$ cat config.mk
export PLATFORM = sky130hd
export DESIGN_NAME = keypad_event_scanner
export DESIGN_NICKNAME = d
export VERILOG_FILES = /design/src/rtl/ttt_pkg.sv /design/src/rtl/keypad_snapshot_decode.sv /design/src/rtl/keypad_event_scanner.sv
export SDC_FILE = /design/constraint.sdc
export NUM_CORES = 1
export LEC_CHECK = 0
export CORE_ASPECT_RATIO = 1.1
export CORE_MARGIN = 4
export CORE_UTILIZATION = 40
export CTS_BUF_LIST = sky130_fd_sc_hd__clkbuf_8
export CTS_CLUSTER_SIZE = 25
export DETAILED_ROUTE_END_ITERATION = 7
export GPL_TIMING_DRIVEN = 0
export RECOVER_POWER = 100
export SLEW_MARGIN = 40
export SYNTH_ARGS = -nofsm -noshare
export SYNTH_HDL_FRONTEND = slang
export SYNTH_SLANG_ARGS = --single-unit
$ cat constraint.sdc
create_clock -name clk -period 6.4 [get_ports clk]
set_clock_uncertainty 0.15 [all_clocks]
set_input_delay 1.28 -clock clk [delete_from_list [all_inputs] [get_ports clk]]
set_output_delay 1.28 -clock clk [all_outputs]
set_load 0.02 [all_outputs]
$ cat src/rtl/ttt_pkg.sv
// Shared keypad types and constants for the tic-tac-toe input path.
`timescale 1ns/1ps
package ttt_pkg;

    localparam logic [3:0] KEY_STAR = 4'd10;
    localparam logic [3:0] KEY_HASH = 4'd11;

    localparam logic [2:0] COL1 = 3'b001;
    localparam logic [2:0] COL2 = 3'b010;
    localparam logic [2:0] COL3 = 3'b100;

    localparam int SNAP_W = 12;

    typedef enum logic {
        ARMED,
        PRESSED
    } state_t;

    function automatic int snap_idx(input int row, input int col);
        return row * 3 + col;
    endfunction

    // Bits 0..8 are digits 1..9; the bottom row is *, 0, #.
    function automatic logic [3:0] idx_code(input int idx);
        if (idx < 9)
            return 4'(idx + 1);
        else if (idx == 9)
            return KEY_STAR;
        else if (idx == 10)
            return 4'd0;
        else
            return KEY_HASH;
    endfunction

endpackage

$ cat src/rtl/keypad_snapshot_decode.sv
// Classifies a 12-bit scan snapshot and decodes a single pressed key.
`timescale 1ns/1ps
module keypad_snapshot_decode
    import ttt_pkg::*;
(
    input  logic [SNAP_W-1:0] snap,
    output logic              is_onehot,
    output logic              is_zero,
    output logic [3:0]        code
);

    always_comb begin
        is_zero   = (snap == '0);
        is_onehot = $onehot(snap);
        code      = 4'd0;
        for (int i = 0; i < SNAP_W; i++) begin
            if (snap[i])
                code = idx_code(i);
        end
    end

endmodule

$ cat src/rtl/keypad_event_scanner.sv
// 3x4 keypad scanner with whole-scan debounce and one-shot key events.
`timescale 1ns/1ps
module keypad_event_scanner
    import ttt_pkg::*;
#(
    parameter int SCAN_DIV       = 12500,
    parameter int DEBOUNCE_SCANS = 4
) (
    input  logic       clk,
    input  logic       rst,
    input  logic [3:0] key_row,
    output logic [2:0] key_col,
    output logic       key_valid,
    output logic [3:0] key_code,
    output logic       key_held
);

    localparam int CW = $clog2(SCAN_DIV);
    localparam int SW = $clog2(DEBOUNCE_SCANS + 1);

    logic [CW-1:0]     cnt;
    logic [1:0]        colidx;
    logic [SNAP_W-1:0] cur;
    logic [SNAP_W-1:0] prev;
    logic [SNAP_W-1:0] snap_now;
    logic [SW-1:0]     stable_cnt;
    logic [SW-1:0]     cnt_nxt;
    state_t            state;

    logic       slot_end;
    logic       scan_end;
    logic       stable;
    logic       is_onehot;
    logic       is_zero;
    logic [3:0] code;

    assign slot_end = (cnt == CW'(SCAN_DIV - 1));
    assign scan_end = slot_end && (colidx == 2'd2);

    // Current column's rows merged in, so the compare sees a full scan.
    always_comb begin
        snap_now = cur;
        for (int r = 0; r < 4; r++) begin
            for (int c = 0; c < 3; c++) begin
                if (colidx == 2'(c))
                    snap_now[snap_idx(r, c)] = key_row[r];
            end
        end
    end

    always_comb begin
        cnt_nxt = SW'(1);
        if (snap_now == prev) begin
            if (stable_cnt == SW'(DEBOUNCE_SCANS))
                cnt_nxt = stable_cnt;
            else
                cnt_nxt = stable_cnt + SW'(1);
        end
    end

    assign stable = (cnt_nxt == SW'(DEBOUNCE_SCANS));

    keypad_snapshot_decode u_decode (
        .snap      (snap_now),
        .is_onehot (is_onehot),
        .is_zero   (is_zero),
        .code      (code)
    );

    always_ff @(posedge clk or posedge rst) begin
        if (rst) begin
            cnt        <= '0;
            colidx     <= 2'd0;
            key_col    <= COL1;
            cur        <= '0;
            prev       <= '0;
            stable_cnt <= '0;
            state      <= ARMED;
            key_valid  <= 1'b0;
            key_code   <= 4'd0;
            key_held   <= 1'b0;
        end else begin
            key_valid <= 1'b0;
            if (slot_end) begin
                cnt     <= '0;
                cur     <= snap_now;
                colidx  <= (colidx == 2'd2) ? 2'd0 : colidx + 2'd1;
                key_col <= {key_col[1:0], key_col[2]};
            end else begin
                cnt <= cnt + CW'(1);
            end
            if (scan_end) begin
                stable_cnt <= cnt_nxt;
                prev       <= snap_now;
                unique case (state)
                    ARMED: begin
                        if (stable && is_onehot) begin
                            state     <= PRESSED;
                            key_valid <= 1'b1;
                            key_code  <= code;
                            key_held  <= 1'b1;
                        end
                    end
                    PRESSED: begin
                        if (stable && is_zero) begin
                            state    <= ARMED;
                            key_held <= 1'b0;
                        end
                    end
                endcase
            end
        end
    end

endmodule

==> reports/qor.yml, run 1 <==
grt:
  grt_use_met1_pct: 23.49
  grt.overflow.total: 0
  antenna_found_initial: 0
  grt_pass1_vias: 2733
  met3_usage_pct: 2.017
  use_met2_pct: 25.92
  grt_first_pass_wirelength_mm: 13.90
  grt_usage_pct: 16.56
  grt_busiest_layer: "met2"
  grt_max_degree: 39
synth:
  syn-instance-count: 386
  synth-simple-area-share_pct: 20.41
  synth_top_family_by_area: "simple AND/OR/NAND/NOR gates"
  syn_nets: 417
  synth_compound_area_share_pct: 15.08
  postSynth.asyncResetShare_pct: 100.0
  synth_area_um2: 3568
  synth-adder-area-share_pct: 10.24
  synth_cell_types: 68
  synthFlopType: "dfrtp_1"
  synth-xor-area-share_pct: 5.119
  syn_area_per_cell_um2: 9.245
  ys_warn_count: 0
  yosysSeqAreaShare_pct: 37.20
  ys_ff_latch: 53
  synth_edf_count: 0
  synth_mux_area_share_pct: 5.715
timing:
  rsz0062_at_grt: "false"
  slew_viol_final: 39
  hold_viol: 0
  finalSetupViolCount: 0
  setup_tns_ns: 0
  fin_crit_ns: 6.141
  worst_slack_ns: 0.2594
  timing.fmax_ghz: 0.1629
  finalCritPeriodShare_pct: 95.95
  max_slew_margin_pct: -38.34
  tightest_slew_ns: 2.075
  fin_hold_ws_ns: 0.3268
placement:
  numPortBuffers: 11
  place.gp.congestion: 0.9084
  placed_cell_area_um2: 3840
  place_ws_ns: -0.3018
  dp_hpwl_mm: 6.383
worst_setup_path:
  r2r_cells: 19
  cp_max_fo: 7
  crit_slowest_cell: "dlygate4sd3_1"
  cp-start-kind: "input port"
  critPathRequiredTime_ns: 6.45
  critPathMostFrequentCell: "inv_1"
  worst_path_largest_cell_delay_ns: 0.75
  path_cells: "dlygate4sd3_1, mux2i_1, inv_1, ha_1, inv_1, fa_1, inv_1, fa_1, ha_1, inv_1, fa_1, xnor2_1, a211oi_1, o21ai_0, nor3b_1, and4_1, buf_4, mux2_4"
  cp.arrival_ns: 6.19
  end_kind: "flip-flop"
  critPathKind: "input port to flip-flop"
run_status:
  status: "finished, violations left"
  failed_checks: "max-capacitance violations, max-slew violations"
routing:
  firstDrtPassIters: 4
  drt_iter0_markers: 240
  route.vias.total: 2801
  post_drt_wl_per_cell_um: 16.36
  drc: 0
  routed_wl_mm: 8.460
  via_per_inst: 5.418
  ant_nets: 0
clock_network:
  cts_root_buf: "clkbuf_8"
  numClockSinks: 53
  clock_latency_ns: 0.31
  numCtsBuffers: 5
  cts_tree: "yes"
  htree_num_levels: 2
  postCtsSetupRepairBufs: 0
  cts_buffer_depth: 2
  clk_pin_slew_ns: 0.10
final_layout:
  nets: 436
  area_growth_syn_to_layout_pct: 9.046
  antenna_cells: 0
  layout_commonest_cell: "nand2_1"
  drive_gt1_share_pct: 9.852
  most-common-layout-cells: "nand2_1 (64), dfrtp_1 (52), inv_1 (38)"
  fin_area_um2: 3891
power:
  finalPower_w: 0.0005938
  leakagePower_nw: 1.838
  ir_drop_mv: 0.08536
  power.density_nw_per_um2: 152.6
run:
  drv_cap: 1
die:
  coreArea_um2: 8539
  die_w_um: 98.06
  ioPinCount: 15
  die_area_um2: 10500
  initial_core_util_pct: 41.79
  die_h_um: 107.1
  core.rowCount: 35
hold_path:
  hp-class: "flip-flop to flip-flop"
  min_path_cells: 2
critical path, delay by kind of cell:
kind / cells / cell delay, ns
compound gates: 2 / 0.55
xor+xnor: 1 / 0.17
fa+ha+maj: 5 / 1.82
buf+inv: 6 / 1.29
mux: 2 / 0.63
simple gates: 2 / 0.45
where the power goes:
group	internal [W]	switching [W]	total (W)	leakage [nW]
Combinational	0.0000276	0.0000450	0.0000726	1.20
Sequential	0.000335	0	0.000335	0.587
Clock	0.0000747	0.000112	0.000187	0.0491
state kept, by name, indices dropped and copies added (netlist names), 2 cells and up:
name / cells
cnt: 14
cur: 12
prev: 12
key_code: 4
key_col: 3
stable_cnt: 3
colidx: 2
stage by stage:
step | std cells | utilization (%)
after detailed placement | 509 | 44.97
final | 517 | 45.57
after global routing | 517 | 45.57
after CTS | 517 | 45.93
after floorplan | 386 | -
after global placement | 508 | 44.70
cells in the mapped netlist, types with 5 or more instances:
cell | instances | area share (%)
clkbuf_1 | 8 | 0.84
nand3_1 | 10 | 1.4
mux2i_1 | 6 | 1.7
ha_1 | 18 | 6.3
xor2_1 | 8 | 2.0
o21ai_0 | 27 | 3.8
nor3_1 | 6 | 0.84
nand2_1 | 64 | 6.7
nand2b_1 | 5 | 0.88
nor2b_1 | 6 | 1.1
nor2_1 | 21 | 2.2
a21oi_1 | 12 | 1.7
inv_1 | 38 | 4.0
dfrtp_1 | 52 | 36
fa_1 | 7 | 3.9
xnor2_1 | 11 | 2.7
final timing paths:
path	from	end	slack, ns
setup reg to reg	colidx[1]$_DFFE_PP0N_	key_code[1]$_DFFE_PP0P_	0.57
setup / recovery	key_row[3]	key_code[1]$_DFFE_PP0P_	0.26
max in group asynchronous	rst	prev[5]$_DFFE_PP0P_	2.43
min in group asynchronous	rst	key_held$_DFFE_PP0P_	1.34
hold reg to reg	key_col[0]$_DFFE_PP1N_	key_col[0]$_DFFE_PP1N_	0.33
hold / removal	key_col[0]$_DFFE_PP1N_	key_col[0]$_DFFE_PP1N_	0.33
timing repair:
item	in CTS	in global routing
endpoints found under the setup margin	0	5
hold buffers	0	0
resized for setup	0	5
cells by family after synthesis:
group	after synthesis
and+or+nand+nor	144
adders and majority gates	25
buffers and inverters	54
AOI/OAI and AO/OA	75
DFF	53
xor gates and xnor gates	20
muxes	15
layer usage:
| metal | wire length [um] | vias up |
|---|---|---|
| met1 | 4097 | 1367 |
| met2 | 3868 | 58 |
| met5 | 0 | - |
| met4 | 167 | 0 |
| met3 | 327 | 12 |
| li1 | - | 1364 |
area by class of cell:
cell class / instances / area (um^2)
fill: 860 / 4648
inverter: 38 / 143.9
buffer: 16 / 81.33
multi-input combinational: 279 / 2003
timing repair buffer: 12 / 113.9
sequential: 53 / 1328
clock buffer: 5 / 68.82
tap: 111 / 138.9
clock inverter: 3 / 13.76
Note: power is estimated with default switching activity, not from simulation.
==> run 2: changes to the inputs <==
Settings changed: CORE_UTILIZATION 40 to 45.
==> run 2 against run 1 <==
Compared with the run above: count of clock-buffer cells in the layout stayed put; global-route usage is 1.7 points higher; maximum frequency is 0.96% higher; sequential cell count stayed put; largest cell class unchanged; die area is 10% lower; worst setup slack better by 0.058 ns; sequential power hardly changed; wire length is 3.2% lower; register-to-register slack worse by 0.04 ns; via count is 2.0% lower; the flow still finishes with violations (max-capacitance violations, max-slew violations); combinational power is 4.1% lower; critical endpoint is now key_code[0]$_DFFE_PP0P_; critical path depth is 1 lower.
==> reports/qor.yml, run 2 (synthesis results as in run 1) <==
routing:
  drt_iter0_markers: 177  # -26%
  drc: 0  # unchanged
  via_per_inst: 5.372  # -0.85%
  post_drt_wl_per_cell_um: 16.03  # -2.0%
  firstDrtPassIters: 4  # unchanged
  route.vias.total: 2745  # -2.0%
  ant_nets: 0  # unchanged
  routed_wl_mm: 8.191  # -3.2%
die:
  initial_core_util_pct: 46.97  # +5.2 points
  die_area_um2: 9420  # -10%
  core.rowCount: 33  # -5.7%
  ioPinCount: 15  # unchanged
  die_h_um: 101.4  # -5.3%
  die_w_um: 92.91  # -5.3%
  coreArea_um2: 7597  # -11%
power:
  finalPower_w: 0.0006068  # +2.2%
  ir_drop_mv: 0.09106  # +6.7%
  leakagePower_nw: 1.831  # -0.42%
  power.density_nw_per_um2: 154.9  # +1.5%
  seqPwrFrac_pct: 55.2  # -1.2 points
  sw_frac_of_total_pct: 27.19  # +0.77 points
  switching_power_w: 0.0001650  # +5.2%
  p_comb_share_pct: 11.5  # -0.7 points
  pwr-share-clk_pct: 33.4  # +2.0 points
  internal_power_w: 0.0004418  # +1.1%
clock_network:
  clock_latency_ns: 0.31  # about the same
  ctsHoldBuffers: 0  # unchanged
  clk_pin_slew_ns: 0.11  # about the same
  cts_buffer_depth: 2  # unchanged
  htree_num_levels: 2  # unchanged
  numCtsBuffers: 5  # unchanged
  cts_root_buf: "clkbuf_8"
  cts_tree: "yes"
  numClockSinks: 53  # unchanged
final_layout:
  reg_top3: "cnt x14, cur x12, prev x12"
  nets: 436  # unchanged
  fillers: 733  # -15%
  layout_commonest_cell: "nand2_1"
  area_growth_syn_to_layout_pct: 9.783
  final_util_pct: 51.56  # +6.0 points
  most-common-layout-cells: "nand2_1 (64), dfrtp_1 (52), inv_1 (37)"
  drive_gt1_share_pct: 10.10  # +0.25 points
  antenna_cells: 0  # unchanged
  largest_reg_flops: 14  # unchanged
  largest_register: "cnt"
run_status:
  status: "finished, violations left"
  failed_checks: "max-capacitance violations, max-slew violations"
timing:
  timing.fmax_ghz: 0.1644  # +0.96%
  slew_viol_final: 30  # -23%
  finalCritPeriodShare_pct: 95.04  # -0.91 points
  fin_crit_ns: 6.082  # -0.05824 ns
  tightest_slew_ns: 1.618  # -0.4572 ns
  fin_hold_ws_ns: 0.3324  # +0.005628 ns
  max_slew_margin_pct: -7.858  # +30 points
  finalSetupViolCount: 0  # unchanged
  hold_viol: 0  # unchanged
  rsz0062_at_grt: "false"
worst_setup_path:
  critPathRequiredTime_ns: 6.45  # about the same
  cp.arrival_ns: 6.13  # -0.06 ns
  cp_max_fo: 9  # +2
  critPathKind: "input port to flip-flop"
  cp-start-kind: "input port"
  end_kind: "flip-flop"
grt:
  grt_pass1_vias: 2668  # -2.4%
  antenna_found_initial: 0  # unchanged
  grt.overflow.total: 0  # unchanged
  grt_max_degree: 30  # -23%
  grt_usage_pct: 18.28  # +1.7 points
  grt_first_pass_wirelength_mm: 13.61  # -2.1%
placement:
  place.gp.congestion: 0.8889  # -2.1%
  dp_hpwl_mm: 6.271  # -1.7%
  numPortBuffers: 11  # unchanged
hold_path:
  hp-class: "flip-flop to flip-flop"
run:
  drv_cap: 1  # unchanged
-- run 2: cell counts in the layout (fill, tap and decap cells not counted) --
No cell type changed its count.
-- run 2: layout make-up --
cell class / instances / area, um^2 / area share [%]
Inverter: 38 / 143.9 / 3.673
Sequential cell: 53 / 1328 / 33.89
Clock buffer: 5 / 68.82 / 1.757
Tap cell: 105 / 131.4 / 3.354
Timing Repair Buffer: 12 / 113.9 / 2.906
Clock inverter: 3 / 26.28 / 0.6707
Multi-Input combinational cell: 279 / 2024 / 51.68
Buffer: 16 / 81.33 / 2.076
-- run 2: per-layer routing --
| layer | track usage, % | wire [um] |
|---|---|---|
| met2 | 31.14 | 3940 |
| met5 | 0 | 0 |
| met1 | 24.84 | 3885 |
| met3 | 2.229 | 258 |
| met4 | 4.735 | 107 |
-- run 2: power groups by stage --
stage	Sequential, W	Clock [W]	Combinational, W
floorplan	0.000341	0	0.0000539
global placement	0.000341	0	0.0000674
detailed placement	0.000341	0	0.0000718
CTS	0.000335	0.000209	0.0000720
global route	0.000335	0.000221	0.0000796
finish	0.000335	0.000203	0.0000696
-- run 2: final timing paths --
kind	startpoint	end	slack [ns]	cells after the start
max	key_row[0]	key_code[0]$_DFFE_PP0P_	0.32	17
min	key_col[0]$_DFFE_PP1N_	key_col[0]$_DFFE_PP1N_	0.33	2
max reg2reg	colidx[1]$_DFFE_PP0N_	key_code[0]$_DFFE_PP0P_	0.53	19
min reg2reg	key_col[0]$_DFFE_PP1N_	key_col[0]$_DFFE_PP1N_	0.33	2
max in group asynchronous	rst	prev[9]$_DFFE_PP0P_	2.64	3
min in group asynchronous	rst	cur[1]$_DFFE_PP0N_	1.47	2
-- run 2: repair_timing --
action	in CTS	in global routing
endpoints found under the setup margin	0	5
resized for setup	0	6
endpoints found under the hold margin	0	0
buffers inserted	0	0
-- run 2: per-stage QoR --
stage	cell area, um^2	worst slack (ns)	TNS, ns	cells
detailed placement	3832	-0.3133	-1.327	503
floorplan	3568	0.4091	0	386
global placement	3810	-0.2724	-1.114	502
CTS	3928	0.01807	0	511
finish	3918	0.3176	0	511
global route	3918	0.03630	0	511
-- run 2: worst max-delay path: stages --
cell and delay (ns):
clkbuf_2 0.19, mux2i_2 0.44, ha_1 0.34, fa_1 0.50
fa_1 0.51, inv_1 0.05, fa_1 0.51, ha_1 0.19
inv_1 0.06, fa_1 0.50, nand3b_1 0.08, nor4b_1 0.37
o21ai_0 0.19, nor3b_1 0.24, and4_1 0.21, buf_4 0.14
mux2_1 0.32
==> run 3: changes to the inputs <==
--- a/config.mk
+++ b/config.mk
@@ -8,9 +8,10 @@
 export CORE_ASPECT_RATIO = 1.1
 export CORE_MARGIN = 4
-export CORE_UTILIZATION = 45
+export CORE_UTILIZATION = 58
 export CTS_BUF_LIST = sky130_fd_sc_hd__clkbuf_8
 export CTS_CLUSTER_SIZE = 25
 export DETAILED_ROUTE_END_ITERATION = 7
 export GPL_TIMING_DRIVEN = 0
+export PLACE_DENSITY = 0.77
 export RECOVER_POWER = 100
 export SLEW_MARGIN = 40
==> constraint.sdc (replaced) <==
create_clock -name clk -period 5.9 [get_ports clk]
set_clock_uncertainty 0.15 [all_clocks]
set_input_delay 1.475 -clock clk [delete_from_list [all_inputs] [get_ports clk]]
set_output_delay 1.475 -clock clk [all_outputs]
set_load 0.02 [all_outputs]
==> run 3 against run 2 <==
Compared with the run above: the run still ends with max-capacitance violations, max-slew violations left; core utilization up 18 points; clock power up 15%; register-to-register slack worse by 0.30 ns; worst setup slack worse by 0.31 ns; sequential power up 8.4%; global-route usage up 5.5 points; sequential cell count unchanged; power up 14%; critical path depth up 1; largest cell class unchanged.
==> reports/qor.yml, run 3 (synthesis results as in run 1) <==
run_status:
  failed_checks: "max-capacitance violations, max-slew violations"
  status: "finished, violations left"
final_layout:
  area_growth_syn_to_layout_pct: 15.11
  antenna_cells: 0  # unchanged
  reg_top3: "cnt x14, cur x12, prev x12"
  most-common-layout-cells: "nand2_1 (64), dfrtp_1 (52), inv_1 (33)"
  nets: 449  # +3.0%
  largest_reg_flops: 14  # unchanged
  fillers: 469  # -36%
  largest_register: "cnt"
  layout_commonest_cell: "nand2_1"
  drive_gt1_share_pct: 15.99  # +5.9 points
timing:
  fin_crit_ns: 5.892
  tightest_slew_ns: 1.541  # -0.07643 ns
  rsz0062_at_grt: "true"
  slew_viol_final: 31  # +3.3%
  max_slew_margin_pct: -2.763  # +5.1 points
  finalSetupViolCount: 0  # unchanged
  timing.fmax_ghz: 0.1697
  hold_viol: 0  # unchanged
  finalCritPeriodShare_pct: 99.86
  worst_slack_ns: 0.008456  # -0.3091 ns
  setup_tns_ns: 0  # unchanged
clock_network:
  ctsHoldBuffers: 0  # unchanged
  numCtsBuffers: 5  # unchanged
  cts_buffer_depth: 2  # unchanged
  clk_pin_slew_ns: 0.09  # -0.02 ns
  cts_root_buf: "clkbuf_8"
  cts_tree: "yes"
  numClockSinks: 53  # unchanged
  htree_num_levels: 2  # unchanged
  clock_latency_ns: 0.31  # about the same
grt:
  grt_max_degree: 31  # +3.3%
  grt_usage_pct: 23.82  # +5.5 points
  grt_first_pass_wirelength_mm: 13.99  # +2.8%
  grt_pass1_vias: 2851  # +6.9%
  grt.overflow.total: 0  # unchanged
  antenna_found_initial: 0  # unchanged
run:
  drv_cap: 1  # unchanged
routing:
  post_drt_wl_per_cell_um: 17.48  # +9.0%
  drc: 0  # unchanged
  firstDrtPassIters: 5  # +1
  ant_nets: 0  # unchanged
  route.vias.total: 3032  # +10%
  routed_wl_mm: 8.670  # +5.8%
  drt_iter0_markers: 176  # -0.56%
  via_per_inst: 6.113  # +14%
worst_setup_path:
  cp_max_fo: 6  # -3
  critPathKind: "input port to flip-flop"
  end_kind: "flip-flop"
  cp.arrival_ns: 5.94  # -0.19 ns
  cp-start-kind: "input port"
  critPathRequiredTime_ns: 5.94  # -0.51 ns
placement:
  dp_hpwl_mm: 6.168  # -1.6%
  numPortBuffers: 11  # unchanged
  place_ws_ns: -0.4554  # -0.1421 ns
  place.gp.congestion: 0.9379  # +5.5%
power:
  power.density_nw_per_um2: 167.8  # +8.3%
  ir_drop_mv: 0.1516  # +67%
  leakagePower_nw: 1.917  # +4.7%
die:
  initial_core_util_pct: 60.71  # +14 points
  die_w_um: 82.79  # -11%
  die_area_um2: 7473  # -21%
  ioPinCount: 15  # unchanged
  core.rowCount: 29  # -12%
  die_h_um: 90.27  # -11%
  coreArea_um2: 5878  # -23%
hold_path:
  hp-class: "flip-flop to flip-flop"
## run 3: final timing paths
check	start	slack [ns]	cells after the start	end
worst max register to register	colidx[1]$_DFFE_PP0N_	0.23	19	key_code[1]$_DFFE_PP0P_
worst max-delay path	key_row[0]	0.008	18	key_code[1]$_DFFE_PP0P_
max in group asynchronous	rst	2.00	3	cnt[6]$_DFF_PP0_
worst min register to register	key_col[0]$_DFFE_PP1N_	0.33	2	key_col[0]$_DFFE_PP1N_
min in group asynchronous	rst	1.67	2	stable_cnt[1]$_DFFE_PP0P_
worst min-delay path	key_col[0]$_DFFE_PP1N_	0.33	2	key_col[0]$_DFFE_PP1N_
## run 3: final cells by class
class	count	area [um^2]	share of cell area, %
repair buffers	25	229.0	5.574
multi-input cells	279	2086	50.78
well taps	77	96.34	2.345
clock buffers	7	96.34	2.345
inverters	38	148.9	3.625
clock inverters	1	8.758	0.2132
flip-flops and latches	53	1328	32.32
plain buffers	16	115.1	2.802
## run 3: routing by layer
| layer | part of all wire, % | vias up | wire length [um] | global-route usage, % |
|---|---|---|---|---|
| met5 | 0 | - | 0 | 0 |
| met4 | 3.0 | 0 | 259 | 7.493 |
| met3 | 5.2 | 28 | 449 | 3.593 |
| met2 | 49 | 117 | 4279 | 37.63 |
| met1 | 42 | 1495 | 3682 | 33.36 |
| li1 | - | 1392 | - | - |
## run 3: worst max-delay path, cell delays in order
cell and delay (ns):
buf_12 0.12, mux2i_4 0.26, inv_2 0.08, ha_4 0.22, fa_1 0.50, fa_1 0.51, inv_1 0.04, fa_1 0.48
ha_2 0.19, inv_2 0.05, fa_1 0.55, nand3b_1 0.11, nor4b_2 0.33, o21ai_1 0.13, nor3b_1 0.21, and4_1 0.21
buf_6 0.14, mux2_4 0.30
## run 3: power by group
| part | switching [W] | internal (W) | total [W] |
|---|---|---|---|
| clock | 0.000124 | 0.000109 | 0.000233 |
| combinational | 0.0000539 | 0.0000393 | 0.0000932 |
| sequential | 0 | 0.000363 | 0.000363 |
| total | 0.000178 | 0.000511 | 0.000689 |
## run 3: metrics by stage
| stage | utilization [%] | instance area (um^2) | instances | total power (W) | hold slack (ns) |
|---|---|---|---|---|---|
| floorplan | - | 3630 | 386 | 0.0004329 | 0.2998 |
| global placement | 65.26 | 3836 | 474 | 0.0004479 | 0.3051 |
| detailed placement | 65.65 | 3859 | 475 | 0.0004533 | 0.3238 |
| CTS | 68.03 | 3999 | 485 | 0.0006839 | 0.3378 |
| global route | 69.88 | 4108 | 496 | 0.0007182 | 0.3498 |
| finish | 69.88 | 4108 | 496 | 0.0006894 | 0.3264 |
## run 3: what timing repair did
item / in CTS / in global routing
setup buffers: 2 / 10
endpoints found under the setup margin: 4 / 4
pin swaps: 1 / 14
gates resized for setup: 4 / 15
gates cloned: 0 / 1
